### config.mk
export PLATFORM = sky130hd
export DESIGN_NAME = fifo_uart_tx
export DESIGN_NICKNAME = d
export VERILOG_FILES = /design/src/rtl/fifo_uart_tx.sv
export SDC_FILE = /design/constraint.sdc
export NUM_CORES = 1
export LEC_CHECK = 0
export ABC_AREA = 1
export CORE_ASPECT_RATIO = 1.75
export CORE_UTILIZATION = 40
export CTS_CLUSTER_DIAMETER = 100
export DETAILED_ROUTE_END_ITERATION = 8
export PLACE_DENSITY = 0.57
export SLEW_MARGIN = 20
export SYNTH_ARGS = -nofsm -noshare
export SYNTH_HDL_FRONTEND = slang
export SYNTH_SLANG_ARGS = --single-unit
export TNS_END_PERCENT = 30
### constraint.sdc
create_clock -name clk_i -period 1.4 [get_ports clk_i]
set_input_delay 0.28 -clock clk_i [delete_from_list [all_inputs] [get_ports clk_i]]
set_output_delay 0.28 -clock clk_i [all_outputs]
set_load 0.01 [all_outputs]
### src/rtl/fifo_uart_tx.sv
// UART transmitter that pops bytes from an 8-bit fifo read port and serialises them
// LSB first with optional parity and 1 or 2 stop bits; tx idles high.
module fifo_uart_tx #(
    parameter int unsigned ClksPerBit = 868,
    parameter int unsigned Parity     = 0,
    parameter int unsigned StopBits   = 1
) (
    input  logic       clk_i,
    input  logic       rst_ni,
    input  logic       enable_i,
    input  logic       fifo_empty_i,
    input  logic [7:0] fifo_dout_i,
    output logic       fifo_rd_en_o,
    output logic       tx_o,
    output logic       busy_o,
    output logic       frame_done_o
);

    localparam int unsigned CntW = (ClksPerBit > 1) ? $clog2(ClksPerBit) : 1;

    typedef enum logic [2:0] {
        StIdle,
        StFetch,
        StLoad,
        StStart,
        StData,
        StParity,
        StStop
    } state_e;

    state_e          state_q;
    logic [CntW-1:0] cnt_q;
    logic [2:0]      bit_q;
    logic [7:0]      shift_q;
    logic            parity_q;
    logic            tx_q;
    logic            rd_en_q;
    logic            done_q;
    logic            baud_end;

    assign baud_end = (cnt_q == CntW'(ClksPerBit - 1));

    always_ff @(posedge clk_i or negedge rst_ni) begin
        if (!rst_ni) begin
            state_q  <= StIdle;
            cnt_q    <= '0;
            bit_q    <= '0;
            shift_q  <= '0;
            parity_q <= 1'b0;
            tx_q     <= 1'b1;
            rd_en_q  <= 1'b0;
            done_q   <= 1'b0;
        end else begin
            rd_en_q <= 1'b0;
            done_q  <= 1'b0;
            case (state_q)
                StIdle: begin
                    tx_q  <= 1'b1;
                    cnt_q <= '0;
                    if (enable_i && !fifo_empty_i) begin
                        state_q <= StFetch;
                        rd_en_q <= 1'b1;
                    end
                end
                StFetch: begin
                    state_q <= StLoad;
                end
                StLoad: begin
                    shift_q  <= fifo_dout_i;
                    parity_q <= (^fifo_dout_i) ^ (Parity == 2);
                    tx_q     <= 1'b0;
                    cnt_q    <= '0;
                    state_q  <= StStart;
                end
                StStart: begin
                    if (baud_end) begin
                        cnt_q   <= '0;
                        bit_q   <= '0;
                        tx_q    <= shift_q[0];
                        state_q <= StData;
                    end else begin
                        cnt_q <= cnt_q + 1'b1;
                    end
                end
                StData: begin
                    if (baud_end) begin
                        cnt_q <= '0;
                        if (bit_q == 3'd7) begin
                            bit_q <= '0;
                            if (Parity != 0) begin
                                tx_q    <= parity_q;
                                state_q <= StParity;
                            end else begin
                                tx_q    <= 1'b1;
                                state_q <= StStop;
                            end
                        end else begin
                            bit_q   <= bit_q + 3'd1;
                            shift_q <= shift_q >> 1;
                            tx_q    <= shift_q[1];
                        end
                    end else begin
                        cnt_q <= cnt_q + 1'b1;
                    end
                end
                StParity: begin
                    if (baud_end) begin
                        cnt_q   <= '0;
                        bit_q   <= '0;
                        tx_q    <= 1'b1;
                        state_q <= StStop;
                    end else begin
                        cnt_q <= cnt_q + 1'b1;
                    end
                end
                StStop: begin
                    if (baud_end) begin
                        cnt_q <= '0;
                        if (bit_q == 3'(StopBits - 1)) begin
                            bit_q   <= '0;
                            state_q <= StIdle;
                        end else begin
                            bit_q <= bit_q + 3'd1;
                        end
                    end else begin
                        cnt_q <= cnt_q + 1'b1;
                        // Raise the pulse so it lands on the very last stop cycle.
                        if (cnt_q == CntW'(ClksPerBit - 2) && bit_q == 3'(StopBits - 1)) begin
                            done_q <= 1'b1;
                        end
                    end
                end
                default: begin
                    state_q <= StIdle;
                end
            endcase
        end
    end

    assign fifo_rd_en_o = rd_en_q;
    assign tx_o         = tx_q;
    assign busy_o       = (state_q != StIdle);
    assign frame_done_o = done_q;

endmodule

==> run_results.csv, run 1 <==
group,metric,value,unit
outcome,status,"finished clean",
route,drc_errors,0,
cts,htreeDepth,1,
grt,overflow,0,
floorplanning,die_w,52.9,um
yosys,ys_seq_area_frac,0.373,
sta,setup_viol,0,
sta,fin_tns_setup,0,ns
pwr,vdd_drop_max,0.000472,V
yosys,yosysTopAreaCellShare,0.358,
critical_path,r2r_end,"shift_q[5]$_DFFE_PN0P_",
cts,insertion_delay,0.28,ns
floorplanning,start_util,0.416,
sta,slew_headroom,0.790,
job,cap_violations,0,
yosys,synth_cell_types,29,
final_layout,drive_gt1_frac,0.308,
yosys,synth_edf_count,0,
grt,grt_pass1_wl,6.98,mm
cts,clock_path_buffers,2,
critical_path,arrival,1.56,ns
sta,period_share,0.986,
grt,antenna_found_initial,0,
pwr,p_leak,1.25,nW
grt,grt_max_degree,28,
grt,first_global_vias,1557,
critical_path,rrSetupSlack,0.02,ns
sta,worstMarginPinSlew,0.313,ns
critical_path,cp_max_fo,8,
route,highest_layer,"met4",
route,drt_iter0_drc,19,
cts,root_buffer,"clkbuf_8",
floorplanning,die_h,91.2,um
critical_path,endpoint_kind,"flop",
route,wl_met1,1.71,mm
yosys,synth_area,1820,um2
place,dp_slack,-0.0702,ns
sta,whs,0.344,ns
final_layout,area_delta_synth_final,34.9,%
yosys,synthFlopType,"dfrtp_1",
critical_path,crit-reg2reg-launch,"bit_q[0]$_DFFE_PN0P_",
route,vias_per_cell,4.88,
cts,clk_pin_slew_worst_paths,0.10,ns
yosys,ys_ff_latch,27,
final_layout,nets,313,
place,port_buffers,15,
place,dp.cells,333,
floorplanning,fp.dieArea,4830,um2
yosys,synthCells,245,
sta,clock.fmax,724,MHz
critical_path,crit_type,"reg2reg",
cts,tritoncts,"done",
sta,finalCriticalPeriod,1.38,ns
sta,skew,0.00494,ns
route,dr_wl_met3,70,um
critical_path,ff2ff_path_depth,8,
worst_hold_path,hp-class,"in2async",
yosys,avgSynthCellArea,7.42,um2
final_layout,finalNonFillerCells,346,
floorplanning,num_rows,32,
sta,final_hold_viol_count,0,
yosys,synth_top_area_cell,"dfrtp_1",
floorplanning,core-area,4360,um2
pwr,p_total,0.00135,W
cts,cts_made_buffers,3,
route,routed_wl,4.47,mm
place,dp_hpwl,3.33,mm
final_layout,diodes,0,
yosys,async_flop_share,1.00,
route,route.met2.wl,2.61,mm
yosys,synth_most_common_cell,"nand2_1",
critical_path,start_kind,"flop",
yosys,synth.area.top_cells,"dfrtp_1 (36%), nand2_1 (21%), nand3_1 (8.3%)",
place,globalplace.congestion,0.802,
yosys,synth_commonest_cells,"nand2_1 (102), nand3_1 (30), dfrtp_1 (26), inv_1 (16), nor2_1 (11)",
sta,finalMaxSlewViolations,0,
route,firstDrtPassIters,4,
cts,cts_hold_buffers,0,
grt,track_usage,0.197,
final_layout,fillers,395,
route,num_vias,1687,
sta,fin_ws,0.0189,ns
sta,rsz0062_at_grt,"yes",
floorplanning,io_pins,16,
yosys,yosys_warnings,0,
critical_path,required,1.58,ns
yosys,synth_nets,262,
pwr,powerDensity,550,nW/um2
cts,cts_sinks,27,
route,final_antenna_net_count,0,
route,wire_per_inst,12.9,um
## worst max-delay path, stage by stage, from the launching register on
cell and delay [ns]:
dfrtp_1 0.42, ha_2 0.20, ha_4 0.16, inv_2 0.06, nand3_4 0.11, nand2_8 0.12, nand2_8 0.08, nand2_1 0.06
nand2_1 0.05
## how the worst max path moves through the flow
stage | from | end | slack (ns) | cells after the start
finish | bit_q[0]$_DFFE_PN0P_ | shift_q[5]$_DFFE_PN0P_ | 0.02 | 8
global route | bit_q[0]$_DFFE_PN0P_ | state_q[2]$_DFFE_PN0P_ | -0.05 | 9
CTS | state_q[1]$_DFFE_PN0P_ | cnt_q[9]$_DFFE_PN0P_ | -0.003 | 7
detailed placement | bit_q[0]$_DFFE_PN0P_ | shift_q[5]$_DFFE_PN0P_ | -0.07 | 8
global placement | bit_q[0]$_DFFE_PN0P_ | shift_q[7]$_DFFE_PN0P_ | -0.03 | 8
floorplan | bit_q[0]$_DFFE_PN0P_ | shift_q[1]$_DFFE_PN0P_ | 0.03 | 8
## through the flow
stage | area, um2 | utilization
detailed placement | 2220 | 0.510
CTS | 2290 | 0.524
floorplan | 1820 | -
global placement | 2220 | 0.510
global route | 2450 | 0.562
finish | 2450 | 0.562
## area by class of cell
| class | count | area (um2) | share of cell area |
|---|---|---|---|
| Sequential cell | 27 | 679 | 0.277 |
| Multi-Input combinational cell | 192 | 1120 | 0.456 |
| Tap cell | 51 | 63.8 | 0.0260 |
| Inverter | 22 | 91.3 | 0.0373 |
| Clock buffer | 3 | 41.3 | 0.0168 |
| Timing Repair Buffer | 50 | 453 | 0.185 |
| Clock inverter | 1 | 5.00 | 0.00204 |
## layer usage
| metal | track usage | vias to the layer above |
|---|---|---|
| met4 | 0.0724 | 0 |
| li1 | - | 879 |
| met2 | 0.383 | 22 |
| met3 | 0.0151 | 7 |
| met5 | 0 | - |
| met1 | 0.203 | 779 |
## report_power, final
group,internal [W],switching (W)
Sequential,0.000791,0.00000742
Clock,0.000201,0.000273
Combinational,0.0000426,0.0000327
## state kept, by name (all words and copies together) (netlist names)
register      count
bit_q             3
frame_done_o      1
shift_q           8
tx_o              1
cnt_q            10
state_q           3
fifo_rd_en_o      1
## cells in the final DEF, fill, tap and decap left out
master           instances
nor3_1                   1
ha_1                     1
dfrtp_2                  2
nor2_2                   3
o21ai_1                  3
inv_2                    6
nand3b_1                 1
nor4_1                   1
nand2_8                  4
nor2_4                   8
ha_4                     2
clkdlybuf4s50_1         11
dfrtp_1                 24
buf_12                   3
nand4_1                  4
nand2_2                  9
nor2_8                   1
clkbuf_8                 3
clkbuf_2                 1
nor2_1                  10
nand2_4                  4
nand3_2                  2
o21bai_1                 1
dlygate4sd2_1            2
xor2_1                   1
o21ai_0                  4
clkinv_4                 1
nand3_1                 29
dfstp_2                  1
nand3_4                  2
buf_2                    1
inv_1                   13
xnor2_1                  1
buf_6                    4
ha_2                     2
clkinv_2                 2
inv_4                    1
buf_4                   28
o21ai_2                  1
nand2_1                 97
## timing repair
| action | in CTS | in global routing |
|---|---|---|
| endpoints found under the setup margin | 16 | 24 |
| endpoints found under the hold margin | 0 | 0 |
| gates resized for setup | 13 | 32 |
| pin swaps | 1 | 10 |
| setup buffers | 1 | 8 |
## kinds of logic after synthesis
| kind of cell | synth area share |
|---|---|
| simple gates | 0.486 |
| flops | 0.373 |
| buf+inv | 0.0716 |
| compound gates | 0.0262 |
| fa+ha+maj | 0.0344 |
| xor+xnor | 0.00964 |
No activity file was read; power rests on OpenSTA's default activity.
==> run 2, diff against run 1 <==
--- a/config.mk
+++ b/config.mk
@@ -8,7 +8,7 @@
 export ABC_AREA = 1
 export CORE_ASPECT_RATIO = 1.75
 export CORE_UTILIZATION = 40
-export CTS_CLUSTER_DIAMETER = 100
+export CTS_CLUSTER_DIAMETER = 50
 export DETAILED_ROUTE_END_ITERATION = 8
 export PLACE_DENSITY = 0.57
 export SLEW_MARGIN = 20
==> results of run 2 <==
Same layout as run 1: the final DEF is identical, and so are final timing and power.
==> run 3, diff against run 2 <==
--- a/config.mk
+++ b/config.mk
@@ -10,6 +10,7 @@
 export CORE_UTILIZATION = 40
 export CTS_CLUSTER_DIAMETER = 50
 export DETAILED_ROUTE_END_ITERATION = 8
+export MAX_ROUTING_LAYER = met4
 export PLACE_DENSITY = 0.57
 export SLEW_MARGIN = 20
 export SYNTH_ARGS = -nofsm -noshare
==> run 3 against run 2 <==
  * Via count rose by 0.77%
  * Register-to-register slack about the same
  * Maximum frequency grew 0.17%
  * Critical path depth is 1 higher
  * Global-route usage up 0.56 points
  * Die area unchanged
  * Combinational power is essentially flat
  * Worst setup slack better by 0.0024 ns
  * Largest power group unchanged
  * Highest routed layer unchanged
==> run_results.csv, run 3 (synthesis results as in run 1) <==
group,metric,value,unit
worst_hold_path,hp-class,"in2async",
route,drt_iter0_drc,20,
final_layout,top_regs,"cnt_q: 10 flops, shift_q: 8 flops",
critical_path,required,1.58,ns
grt,grt_pass1_wl,7.00,mm
floorplanning,num_rows,32,
final_layout,fillers,395,
place,dp.cells,333,
cts,clk_pin_slew_worst_paths,0.10,ns
pwr,powerDensity,549,nW/um2
route,routed_wl,4.45,mm
place,port_buffers,15,
sta,clock.fmax,725,MHz
sta,skew,0.00410,ns
cts,tritoncts,"done",
final_layout,drive_gt1_frac,0.308,
pwr,p_leak,1.25,nW
sta,rsz0062_at_grt,"yes",
cts,root_buffer,"clkbuf_8",
cts,cts_sinks,27,
place,globalplace.congestion,0.813,
cts,cts_made_buffers,3,
outcome,status,"finished clean",
grt,track_usage,0.203,
floorplanning,die_h,91.2,um
sta,whs,0.346,ns
grt,overflow,0,
critical_path,arrival,1.56,ns
grt,grt_max_degree,28,
sta,setup_viol,0,
floorplanning,core-area,4360,um2
final_layout,area_delta_synth_final,34.9,%
final_layout,nets,313,
grt,first_global_vias,1555,
sta,fin_ws,0.0213,ns
pwr,seqPwrFrac,0.593,
final_layout,regMostFlops,"cnt_q",
place,dp_slack,-0.0702,ns
sta,period_share,0.985,
cts,insertion_delay,0.28,ns
job,cap_violations,0,
critical_path,cp_max_fo,4,
floorplanning,io_pins,16,
cts,htreeDepth,1,
critical_path,start_kind,"flop",
route,wire_per_inst,12.9,um
pwr,p_comb_frac,0.056,
pwr,vdd_drop_max,0.000470,V
place,dp_hpwl,3.33,mm
sta,finalMaxSlewViolations,0,
critical_path,ff2ff_path_depth,9,
final_layout,mostFrequentLayoutCell,"nand2_1",
floorplanning,die_w,52.9,um
pwr,netSwitchingFraction,0.232,
pwr,p_clk_frac,0.351,
route,vias_per_cell,4.91,
route,drc_errors,0,
critical_path,endpoint_kind,"flop",
sta,finalCriticalPeriod,1.38,ns
final_layout,register_area,679,um2
route,num_vias,1700,
route,firstDrtPassIters,4,
grt,antenna_found_initial,0,
final_layout,finalNonFillerCells,346,
sta,slew_headroom,0.790,
final_layout,multi_input_area,1120,um2
final_layout,utilization,0.562,
final_layout,diodes,0,
pwr,p_int,0.00103,W
critical_path,crit_type,"reg2reg",
cts,clock_path_buffers,2,
route,final_antenna_net_count,0,
floorplanning,fp.dieArea,4830,um2
sta,worstMarginPinSlew,0.313,ns
final_layout,final_cell_mix,"nand2_1 (97), nand3_1 (29), buf_4 (28)",
sta,final_hold_viol_count,0,
floorplanning,start_util,0.416,
final_layout,largest_reg_flops,10,
pwr,switching_power,0.000312,W
-- run 3: what timing repair did --
action	CTS	global route
buffers inserted	1	8
endpoints found under the setup margin	16	24
hold buffers	0	0
gates resized for setup	13	32
pin swaps	1	10
-- run 3: cell type report --
type / instances / share of cell area
multi-input cells: 192 / 0.456
flip-flops and latches: 27 / 0.277
repair buffers: 50 / 0.185
inverters: 22 / 0.0373
well taps: 51 / 0.0260
clock buffers: 3 / 0.0168
clock inverters: 1 / 0.00204
-- run 3: critical path, stage by stage (launching register included) --
cell	delay, ns
dfrtp_1	0.42
inv_2	0.09
ha_2	0.19
nand2_1	0.09
nand2_2	0.11
nand2_4	0.06
nor2_4	0.14
nand2_2	0.06
nand2_1	0.06
nand2_1	0.05
-- run 3: final timing paths --
| check | from | slack [ns] | endpoint |
|---|---|---|---|
| min reg2reg | shift_q[2]$_DFFE_PN0P_ | 0.49 | shift_q[2]$_DFFE_PN0P_ |
| max in group asynchronous | rst_ni | 0.83 | tx_o$_DFFE_PN1P_ |
| max | bit_q[0]$_DFFE_PN0P_ | 0.02 | state_q[2]$_DFFE_PN0P_ |
| max reg2reg | bit_q[0]$_DFFE_PN0P_ | 0.02 | state_q[2]$_DFFE_PN0P_ |
| min | rst_ni | 0.35 | bit_q[1]$_DFFE_PN0P_ |
| min in group clk_i | shift_q[2]$_DFFE_PN0P_ | 0.49 | shift_q[2]$_DFFE_PN0P_ |
-- run 3: metal layers --
layer,global-route usage,part of all wire,up-vias
met5,-,0,-
met4,0.0724,0.018,0
met3,0.0151,0.017,7
met2,0.383,0.58,25
met1,0.204,0.38,788
li1,-,-,880
-- run 3: metrics by stage --
| step | TNS (ns) | power [W] | area (um2) |
|---|---|---|---|
| after global routing | -0.402 | 0.00139 | 2450 |
| after CTS | -0.00303 | 0.00136 | 2290 |
| after global placement | -0.243 | 0.000889 | 2220 |
| final | 0 | 0.00135 | 2450 |
| after detailed placement | -0.544 | 0.000891 | 2220 |
| after floorplan | 0 | 0.000831 | 1820 |
-- run 3: power by group through the flow --
stage | combinational [W] | sequential, W | clock, W
5_1_grt | 0.0000858 | 0.000800 | 0.000505
3_5_place_dp | 0.0000777 | 0.000813 | 0
6_report | 0.0000755 | 0.000799 | 0.000472
3_3_place_gp | 0.0000760 | 0.000813 | 0
4_1_cts | 0.0000774 | 0.000798 | 0.000482
2_1_floorplan | 0.0000198 | 0.000812 | 0
